==> src/rtl/hash_sched_pkg.sv <==
// Shared state type, data widths and nonce range helper for the nonce scheduler.
package hash_sched_pkg;

    localparam int NONCE_W = 32;
    localparam int H0_W    = 32;

    typedef enum logic [2:0] {
        S_IDLE,
        S_LAUNCH,
        S_WAIT,
        S_SCAN,
        S_FINISH
    } sched_state_t;

    // Sum is 33 bits wide so a nonce that wraps past 0xFFFFFFFF never counts as in range.
    function automatic logic inRange(input logic [NONCE_W-1:0] base,
                                     input logic [NONCE_W-1:0] offset,
                                     input logic [NONCE_W-1:0] last);
        return ({1'b0, base} + {1'b0, offset}) <= {1'b0, last};
    endfunction

endpackage

==> src/rtl/h0_target_cmp.sv <==
// Registers the lane-valid flag and lane index alongside the 1-cycle core read,
// then compares the returned H0 against the target.
module h0_target_cmp
    import hash_sched_pkg::*;
#(
    parameter int IDXW = 4
) (
    input  logic               clk_i,
    input  logic               reset_i,
    input  logic               laneEn_i,
    input  logic [IDXW-1:0]    laneIdx_i,
    input  logic [NONCE_W-1:0] base_i,
    input  logic [NONCE_W-1:0] last_i,
    input  logic [H0_W-1:0]    target_i,
    input  logic [H0_W-1:0]    rdData_i,
    output logic               hit_o,
    output logic [IDXW-1:0]    hitIdx_o
);

    logic            valid_q;
    logic [IDXW-1:0] idx_q;

    always_ff @(posedge clk_i) begin
        if (reset_i) begin
            valid_q <= 1'b0;
            idx_q   <= '0;
        end else begin
            valid_q <= laneEn_i && inRange(base_i, NONCE_W'(laneIdx_i), last_i);
            idx_q   <= laneIdx_i;
        end
    end

    assign hit_o    = valid_q && (rdData_i < target_i);
    assign hitIdx_o = idx_q;

endmodule

==> src/rtl/hash_nonce_scheduler.sv <==
// Batch sweep controller for a multi-nonce SHA-256 core: launch, wait, scan H0 lanes, stop on hit.
// Optional core_done watchdog and timeout port are enabled by defining SCHED_TIMEOUT_EN.
module hash_nonce_scheduler
    import hash_sched_pkg::*;
#(
    parameter int NUM_NONCES = 16,
    parameter int IDXW       = $clog2(NUM_NONCES)
`ifdef SCHED_TIMEOUT_EN
    ,
    parameter int TIMEOUT_CYCLES = 4096
`endif
) (
    input  logic               clk_i,
    input  logic               reset_i,
    input  logic               start_i,
    input  logic               abort_i,
    input  logic [NONCE_W-1:0] nonce_first_i,
    input  logic [NONCE_W-1:0] nonce_last_i,
    input  logic [H0_W-1:0]    target_i,
    output logic               busy_o,
    output logic               done_o,
    output logic               found_o,
    output logic [NONCE_W-1:0] found_nonce_o,
    output logic [31:0]        batches_o,
`ifdef SCHED_TIMEOUT_EN
    output logic               timeout_o,
`endif
    output logic               core_start_o,
    output logic [NONCE_W-1:0] core_nonce_base_o,
    input  logic               core_done_i,
    output logic [IDXW-1:0]    core_rd_idx_o,
    input  logic [H0_W-1:0]    core_rd_data_i
);

    sched_state_t       state_q, state_d;
    logic [NONCE_W-1:0] base_q, base_d;
    logic [NONCE_W-1:0] last_q, last_d;
    logic [H0_W-1:0]    target_q, target_d;
    logic               found_q, found_d;
    logic [NONCE_W-1:0] foundNonce_q, foundNonce_d;
    logic [31:0]        batches_q, batches_d;
    logic [IDXW:0]      scanCnt_q, scanCnt_d;
    logic               abortPend_q, abortPend_d;
    logic               busy_q, done_q, coreStart_q;
    logic               hit;
    logic [IDXW-1:0]    hitIdx;
    logic               laneEn;

`ifdef SCHED_TIMEOUT_EN
    localparam int TMO_W = $clog2(TIMEOUT_CYCLES + 1);
    logic             timeout_q, timeout_d;
    logic [TMO_W-1:0] tmoCnt_q, tmoCnt_d;
`endif

    // scanCnt MSB marks the extra cycle that compares the last lane after all reads are issued.
    assign laneEn = (state_q == S_SCAN) && !scanCnt_q[IDXW];

    h0_target_cmp #(
        .IDXW(IDXW)
    ) u_cmp (
        .clk_i    (clk_i),
        .reset_i  (reset_i),
        .laneEn_i (laneEn),
        .laneIdx_i(scanCnt_q[IDXW-1:0]),
        .base_i   (base_q),
        .last_i   (last_q),
        .target_i (target_q),
        .rdData_i (core_rd_data_i),
        .hit_o    (hit),
        .hitIdx_o (hitIdx)
    );

    always_comb begin
        state_d      = state_q;
        base_d       = base_q;
        last_d       = last_q;
        target_d     = target_q;
        found_d      = found_q;
        foundNonce_d = foundNonce_q;
        batches_d    = batches_q;
        scanCnt_d    = scanCnt_q;
        abortPend_d  = abortPend_q;
`ifdef SCHED_TIMEOUT_EN
        timeout_d    = timeout_q;
        tmoCnt_d     = tmoCnt_q;
`endif
        unique case (state_q)
            S_IDLE: begin
                if (start_i) begin
                    base_d       = nonce_first_i;
                    last_d       = nonce_last_i;
                    target_d     = target_i;
                    found_d      = 1'b0;
                    foundNonce_d = '0;
                    batches_d    = '0;
                    abortPend_d  = 1'b0;
`ifdef SCHED_TIMEOUT_EN
                    timeout_d    = 1'b0;
`endif
                    state_d      = (nonce_first_i > nonce_last_i) ? S_FINISH : S_LAUNCH;
                end
            end
            S_LAUNCH: begin
                batches_d = batches_q + 32'd1;
                scanCnt_d = '0;
`ifdef SCHED_TIMEOUT_EN
                tmoCnt_d  = '0;
`endif
                state_d   = S_WAIT;
            end
            S_WAIT: begin
                // An abort here only takes effect once the current batch has been scanned.
                abortPend_d = abortPend_q || abort_i;
                if (core_done_i) begin
                    scanCnt_d = '0;
                    state_d   = S_SCAN;
                end
`ifdef SCHED_TIMEOUT_EN
                else if (tmoCnt_q == TMO_W'(TIMEOUT_CYCLES - 1)) begin
                    timeout_d = 1'b1;
                    found_d   = 1'b0;
                    state_d   = S_FINISH;
                end else begin
                    tmoCnt_d = tmoCnt_q + TMO_W'(1);
                end
`endif
            end
            S_SCAN: begin
                if (hit) begin
                    found_d      = 1'b1;
                    foundNonce_d = base_q + NONCE_W'(hitIdx);
                    state_d      = S_FINISH;
                end else if (abort_i) begin
                    state_d = S_FINISH;
                end else if (scanCnt_q[IDXW]) begin
                    if (abortPend_q || !inRange(base_q, NONCE_W'(NUM_NONCES), last_q)) begin
                        state_d = S_FINISH;
                    end else begin
                        base_d  = base_q + NONCE_W'(NUM_NONCES);
                        state_d = S_LAUNCH;
                    end
                end else begin
                    scanCnt_d = scanCnt_q + (IDXW+1)'(1);
                end
            end
            S_FINISH: state_d = S_IDLE;
            default:  state_d = S_IDLE;
        endcase
    end

    // Strobes are computed from the next state so every output comes straight from a flop.
    always_ff @(posedge clk_i) begin
        if (reset_i) begin
            state_q      <= S_IDLE;
            base_q       <= '0;
            last_q       <= '0;
            target_q     <= '0;
            found_q      <= 1'b0;
            foundNonce_q <= '0;
            batches_q    <= '0;
            scanCnt_q    <= '0;
            abortPend_q  <= 1'b0;
            busy_q       <= 1'b0;
            done_q       <= 1'b0;
            coreStart_q  <= 1'b0;
`ifdef SCHED_TIMEOUT_EN
            timeout_q    <= 1'b0;
            tmoCnt_q     <= '0;
`endif
        end else begin
            state_q      <= state_d;
            base_q       <= base_d;
            last_q       <= last_d;
            target_q     <= target_d;
            found_q      <= found_d;
            foundNonce_q <= foundNonce_d;
            batches_q    <= batches_d;
            scanCnt_q    <= scanCnt_d;
            abortPend_q  <= abortPend_d;
            busy_q       <= (state_d != S_IDLE);
            done_q       <= (state_d == S_FINISH);
            coreStart_q  <= (state_d == S_LAUNCH);
`ifdef SCHED_TIMEOUT_EN
            timeout_q    <= timeout_d;
            tmoCnt_q     <= tmoCnt_d;
`endif
        end
    end

    assign busy_o            = busy_q;
    assign done_o            = done_q;
    assign found_o           = found_q;
    assign found_nonce_o     = foundNonce_q;
    assign batches_o         = batches_q;
    assign core_start_o      = coreStart_q;
    assign core_nonce_base_o = base_q;
    assign core_rd_idx_o     = scanCnt_q[IDXW-1:0];
`ifdef SCHED_TIMEOUT_EN
    assign timeout_o         = timeout_q;
`endif

endmodule

==> config.mk <==
export PLATFORM = sky130hd
export DESIGN_NAME = hash_nonce_scheduler
export DESIGN_NICKNAME = d
export VERILOG_FILES = /design/src/rtl/hash_sched_pkg.sv /design/src/rtl/h0_target_cmp.sv /design/src/rtl/hash_nonce_scheduler.sv
export SDC_FILE = /design/constraint.sdc
export NUM_CORES = 1
export LEC_CHECK = 0
export ABC_AREA = 1
export BUFFER_PORTS_ARGS = -buffer_cell sky130_fd_sc_hd__buf_2
export CORE_MARGIN = 4
export CORE_UTILIZATION = 39
export CTS_CLUSTER_SIZE = 10
export DETAILED_ROUTE_END_ITERATION = 7
export HOLD_SLACK_MARGIN = 0.08
export MAX_ROUTING_LAYER = met4
export PLACE_DENSITY = 0.66
export REMOVE_ABC_BUFFERS = 1
export SETUP_SLACK_MARGIN = 0.1
export SLEW_MARGIN = 20
export SYNTH_ARGS = -nofsm -noshare
export SYNTH_HDL_FRONTEND = slang
export SYNTH_SLANG_ARGS = --single-unit
export TNS_END_PERCENT = 30
==> constraint.sdc <==
create_clock -name clk_i -period 3.4 [get_ports clk_i]
set_clock_uncertainty 0.1 [all_clocks]
set_input_delay 0.34 -clock clk_i [delete_from_list [all_inputs] [get_ports clk_i]]
set_output_delay 0.34 -clock clk_i [all_outputs]
set_load 0.01 [all_outputs]
==> results of run 1 <==
-- power by group --
part	internal (W)	total, W	leakage (nW)	switching, W
Clock	0.00105	0.00204	0.293	0.000993
Combinational	0.00117	0.00275	6.32	0.00158
Sequential	0.00227	0.00239	1.46	0.000118
Total	0.00449	0.00718	8.07	0.00269
-- state kept, by name, indices dropped and copies added (netlist names) --
register           cells
abortPend_q            1
batches_o             32
busy_o                 1
core_nonce_base_o     32
core_start_o           1
done_o                 1
found_nonce_o         32
found_o                1
last_q                32
scanCnt_q              5
state_q                3
target_q              32
u_cmp.hitIdx_o         4
u_cmp.valid_q          1
-- path summary, 6_finish.rpt --
kind                                                          from                                  to
worst max-delay path            core_nonce_base_o[10]$_SDFFE_PP0P_  core_nonce_base_o[13]$_SDFFE_PP0P_
worst min register to register       found_nonce_o[9]$_SDFFE_PP0P_       found_nonce_o[9]$_SDFFE_PP0P_
worst max register to register  core_nonce_base_o[10]$_SDFFE_PP0P_  core_nonce_base_o[13]$_SDFFE_PP0P_
worst min-delay path                                  target_i[16]           target_q[16]$_SDFFE_PP0P_
-- stage by stage --
stage                     hold WS, ns  TNS [ns]
after floorplan                0.3091   -158.86
after global placement         0.3426    -2.395
after detailed placement       0.3502    -4.969
after CTS                     0.08137  -0.01168
after global routing           0.1018    -9.795
final                         0.08955    -2.574
-- critical path, delay by kind of cell (launching register included) --
family,cells,cell delay [ns]
adders and majority gates,1,0.28
xor gates and xnor gates,1,0.20
buffers and inverters,6,0.61
DFF,1,0.38
and+or+nand+nor,16,1.88
-- cells in the mapped netlist (6+ instances only) --
library cell | number | area, um^2
nand2_1 | 398 | 1494
inv_1 | 239 | 897.1
a21oi_1 | 200 | 1001
dfxtp_1 | 178 | 3563
nor2_1 | 147 | 551.8
ha_1 | 138 | 1727
o21ai_0 | 122 | 610.6
nand3_1 | 58 | 290.3
xor2_1 | 58 | 508.0
nand4_1 | 57 | 356.6
clkbuf_1 | 48 | 180.2
nor3_1 | 23 | 115.1
nor4_1 | 12 | 75.07
a211oi_1 | 9 | 67.56
mux2i_1 | 8 | 80.08
nand2_2 | 8 | 50.05
o211ai_1 | 8 | 60.06
buf_1 | 7 | 26.28
buf_2 | 6 | 30.03
buf_4 | 6 | 45.04
o21a_1 | 6 | 45.04
-- logic make-up (layout without fill, tap and decap cells) --
kind of cell               count (synthesis)  in the layout  share of synthesized area, %
adders and majority gates                140            140                         14.42
xor gates and xnor gates                  58             58                         4.148
DFF                                      178            178                         29.09
AOI/OAI and AO/OA                        368            368                         16.00
buffers and inverters                    311            727                         9.899
and+or+nand+nor                          731            731                         25.78
muxes                                      8              8                        0.6538
other                                      0              4                             0
-- timing repair --
action | 4_1_cts | 5_1_grt
setup buffers | 12 | 18
cloned | 3 | 1
pin swaps | 17 | 39
setup endpoints to repair | 34 | 66
hold buffers | 43 | 0
resized for setup | 67 | 83
endpoints found under the hold margin | 43 | 0
-- area by class of cell --
type                    instances  area share, %
multi-input cells            1305          47.83
flip-flops and latches        178          21.58
repair buffers                453          18.52
inverters                     242          5.491
well taps                     396          2.975
clock buffers                  17          2.554
clock inverters                15         0.9990
diodes                          4        0.06009
-- layer usage --
layer | routed length, um | share of wire [%] | vias to the layer above
li1 | - | - | 6740
met1 | 18870 | 44 | 6416
met2 | 20800 | 48 | 446
met3 | 2334 | 5.4 | 85
met4 | 1365 | 3.1 | 0
met5 | 0 | 0 | -
==> flow_metrics.tcl, run 1 <==
set metrics [dict create \
    fin_cells 2610 \
    grt-ovfl-total 0 \
    cts.sinks 178 \
    fin_ws_ns -0.1204 \
    peakVddDrop_v 0.0003268 \
    cts_buffers 17 \
    synthCells 1794 \
    seq_area_frac_synth_pct 29.09 \
    vias_per_cell 5.244 \
    ys_types 48 \
    crit_type "register to register" \
    reg2reg_slack_ns -0.12 \
    slew_viol_final 0 \
    io_pins 237 \
    finalHoldViolCount 0 \
    yosysWarnings 0 \
    grt_use_met3_pct 3.260 \
    grt.busiest_layer "met2" \
    ff2ff_path_depth 24 \
    synth.avg_cell_area_um2 6.827 \
    fill_cells 2997 \
    fin_area_um2 16660 \
    antenna_found_initial 4 \
    post_drt_wl_per_cell_um 16.62 \
    drt-initial-drc-count 945 \
    synth_area_um2 12250 \
    met1_usage_pct 31.72 \
    crit_arrival_ns 3.80 \
    drc 0 \
    regArea_um2 3595 \
    grtUsageMet2_pct 42.31 \
    areaGrowthSynthToFinish_pct 36.00 \
    gp_congestion 0.9286 \
    cp_max_fo 6 \
    dp_hpwl_mm 32.47 \
    placed_area_um2 14720 \
    cp_slowest_stage_delay_ns 0.38 \
    final_cell_mix "nand2_1, buf_2, inv_1" \
    num_vias 13687 \
    cp-start-kind "register" \
    ys_seq_elements 178 \
    rows 64 \
    hold_depth 3 \
    rsz0062_at_grt "true" \
    multi_input_area_um2 7966 \
    drive_above_1_share_pct 25.93 \
    die_h_um 185.2 \
    hold_path.class "primary input to register" \
    start_util_pct 39.83 \
    fin_nets 2470 \
    gr-usage-all-layers_pct 25.30 \
    layout_commonest_cell "nand2_1" \
    path_clk_slew_ns 0.07 \
    grt_max_degree 117 \
    placed_cells 2497 \
    powerDensity_nw_per_um2 431.2 \
    ant_nets 0 \
    h-tree-depth 4 \
    cts.path.max_buffers 2 \
    violations "setup timing" \
    dieWidth_um 185.2 \
    worst_slew_pin_slew_ns 0.8403 \
    dp_slack_ns -0.1921 \
    clk_latency_ns 0.45 \
    cap_violations 0 \
    synth_top_flop_cell "dfxtp_1" \
    critical_path_required_ns 3.68 \
    critical_path.slowest_cell "dfxtp_4" \
    crit_chain "nand2_4 -> nor2_2 -> inv_1 -> nor2_2 -> inv_2 -> buf_6 -> nor2_4 -> xor2_2 -> inv_2 -> ha_4 -> nand2_4 -> nor2_4 -> nand4_1 -> nor4_4 -> nand3_1 -> nand2_1 -> nand3_1 -> nand2_2 -> nand3_4 -> buf_12 -> buf_12 -> nand2_1 -> nand2_1 -> nor2_1" \
    first_global_vias 13151 \
    period_share_pct 103.5 \
    drt-total-wl_mm 43.37 \
    fin_util_pct 54.17 \
    static-leakage-power_nw 8.074 \
    cts_tree "yes" \
    endpoint_kind "register" \
    fp.dieArea_um2 34300 \
    synth_edf_count 0 \
    cpMostUsedCell "nand2_1" \
    core_um2 30750 \
    power_w 0.007182 \
    maxSlewHeadroom_pct 43.77 \
    min_period_ns 3.520 \
    fmax_mhz 284.1 \
    setup_viol 28 \
    synthArstFlopShare_pct 0 \
    port-buffer-count 236 \
    outcome "finished, violations left" \
    firstDrtPassIters 5 \
    cts_root_buffer "clkbuf_16" \
    grt_pass1_wl_mm 67.34 \
]
Power figures use the tool's default switching activity.
==> run 2, diff against run 1 <==
PLACE_DENSITY = 0.64   (was 0.66)
clock period = 4 ns   (was 3.4 ns; I/O delays follow)
==> flow_metrics.tcl, run 2 (synthesized netlist as in run 1, its figures left out) <==
set metrics [dict create \
    peakVddDrop_v 0.0002836 \
    cpLargestDelayFamily "simple AND/OR/NAND/NOR gates" \
    antenna_found_initial 5 \
    fp.dieArea_um2 34300 \
    start_util_pct 39.83 \
    static-leakage-power_nw 7.089 \
    clk_latency_ns 0.46 \
    fin_nets 2299 \
    drt-initial-drc-count 869 \
    dp_slack_ns 0.1117 \
    layout_commonest_cell "nand2_1" \
    core_um2 30750 \
    cp-start-kind "register" \
    crit_arrival_ns 3.87 \
    crit_type "register to register" \
    grt-ovfl-total 0 \
    critical_path_required_ns 4.22 \
    cts_buffers 17 \
    placed_cells 2399 \
    slew_viol_final 0 \
    vias_per_cell 5.192 \
    pwr-share-clk_pct 32.0 \
    maxSlewHeadroom_pct 44.07 \
    endpoint_kind "register" \
    cpMostUsedCell "nand2_1" \
    intPower_w 0.003637 \
    powerDensity_nw_per_um2 387.2 \
    fmax_mhz 273.6 \
    fin_cells 2439 \
    hold_path.class "primary input to register" \
    fin_ws_ns 0.3453 \
    fin_tns_setup_ns 0 \
    final_cell_mix "nand2_1, buf_2, inv_1" \
    finalHoldViolCount 0 \
    crit_buf_inv 4 \
    period_share_pct 91.37 \
    gr-usage-all-layers_pct 23.95 \
    power_w 0.005705 \
    die_h_um 185.2 \
    rows 64 \
    cts_tree "yes" \
    ant_nets 0 \
    post_drt_wl_per_cell_um 16.77 \
    first_global_vias 12006 \
    drt-total-wl_mm 40.91 \
    drc 0 \
    areaGrowthSynthToFinish_pct 20.31 \
    drive_above_1_share_pct 18.01 \
    fill_cells 3209 \
    cap_violations 0 \
    setup_viol 0 \
    grt_max_degree 87 \
    p_seq_share_pct 35.9 \
    cts.sinks 178 \
    gp_congestion 0.9139 \
    rsz0062_at_grt "true" \
    grt_pass1_wl_mm 62.93 \
    switching_share_pct 36.25 \
    cp_max_fo 7 \
    firstDrtPassIters 5 \
    cts.path.max_buffers 2 \
    h-tree-depth 4 \
    worst_slew_pin_slew_ns 0.8359 \
    cp_slowest_stage_delay_ns 0.46 \
    critical_path.slowest_cell "or3_1" \
    min_period_ns 3.655 \
    port-buffer-count 236 \
    io_pins 237 \
    dp_hpwl_mm 32.05 \
    crit_chain "nand2_1 -> or3_1 -> inv_1 -> nand4_1 -> buf_4 -> nor2_2 -> xor2_1 -> inv_1 -> ha_1 -> nand2_1 -> nor2_1 -> nand4_1 -> a21oi_1 -> nor3_1 -> buf_4 -> nand2_1 -> o21ai_1 -> nand2_1 -> nor2_1" \
    outcome "finished clean" \
    cts_root_buffer "clkbuf_16" \
    p_comb_share_pct 32.1 \
    num_vias 12663 \
    fin_util_pct 47.92 \
    power.switching_w 0.002068 \
    path_clk_slew_ns 0.07 \
    dieWidth_um 185.2 \
]
## run 2: changes by cell type in the layout (fill, tap and decap cells not counted), moves of 12 or more
cell	delta
buf_4	-115
dlygate4sd3_1	-42
nand2_1	+25
nand2_4	-15
inv_1	+14
inv_2	-12
## run 2: power groups by stage
stage	clock (W)	sequential (W)	combinational [W]
floorplan	0	0.00210	0.00112
global placement	0	0.00208	0.00178
detailed placement	0	0.00208	0.00180
CTS	0.00187	0.00204	0.00182
global route	0.00192	0.00206	0.00207
finish	0.00183	0.00205	0.00183
## run 2: repair_timing
item | in CTS | in global routing
endpoints found under the hold margin | 1 | 0
pin swaps | 0 | 2
hold buffers | 1 | 0
buffers inserted | 0 | 3
endpoints found under the setup margin | 28 | 34
gates resized for setup | 1 | 27
## run 2: final timing paths
path                                                          from                         to  slack (ns)  depth (start not counted)
worst max-delay path            core_nonce_base_o[14]$_SDFFE_PP0P_   u_cmp.valid_q$_SDFF_PP0_        0.35                         19
worst min-delay path                                   target_i[0]   target_q[0]$_SDFFE_PP0P_         0.1                          3
worst max register to register  core_nonce_base_o[14]$_SDFFE_PP0P_   u_cmp.valid_q$_SDFF_PP0_        0.35                         19
worst min register to register           target_q[22]$_SDFFE_PP0P_  target_q[22]$_SDFFE_PP0P_        0.36                          2
## run 2: final cells by class
cell class | count | area, um^2 | area share, %
Multi-Input combinational cell | 1305 | 7570 | 51.37
Sequential cell | 178 | 3572 | 24.24
Timing Repair Buffer | 282 | 1554 | 10.55
Inverter | 242 | 908.4 | 6.165
Tap cell | 396 | 495.5 | 3.362
Clock buffer | 19 | 452.9 | 3.074
Clock inverter | 12 | 170.2 | 1.155
Antenna cell | 5 | 12.51 | 0.08491
## run 2: stage by stage
stage | instance area, um^2 | hold slack, ns
3_5_place_dp | 13970 | 0.3509
6_report | 14740 | 0.09858
3_3_place_gp | 13970 | 0.3449
5_1_grt | 14740 | 0.1144
2_1_floorplan | 11940 | 0.3353
4_1_cts | 14610 | 0.08454
## run 2: worst register-to-register path, cell delays in order, from the launching register on
cell     delay [ns]
dfxtp_2        0.45
nand2_1        0.19
or3_1          0.46
inv_1          0.14
nand4_1        0.28
buf_4          0.26
nor2_2         0.18
xor2_1         0.16
inv_1          0.06
ha_1           0.31
nand2_1        0.06
nor2_1         0.10
nand4_1        0.19
a21oi_1        0.18
nor3_1         0.06
buf_4          0.14
nand2_1        0.06
o21ai_1        0.06
nand2_1        0.06
nor2_1         0.04
## run 2: routing by layer
layer,wire [um],up-vias,global-route usage [%],share of wire (%)
met5,0,-,-,0
met4,754,0,6.812,1.8
met3,2738,54,4.713,6.7
met2,19480,381,38.79,48
met1,17940,5842,30.54,44
li1,-,6386,-,-
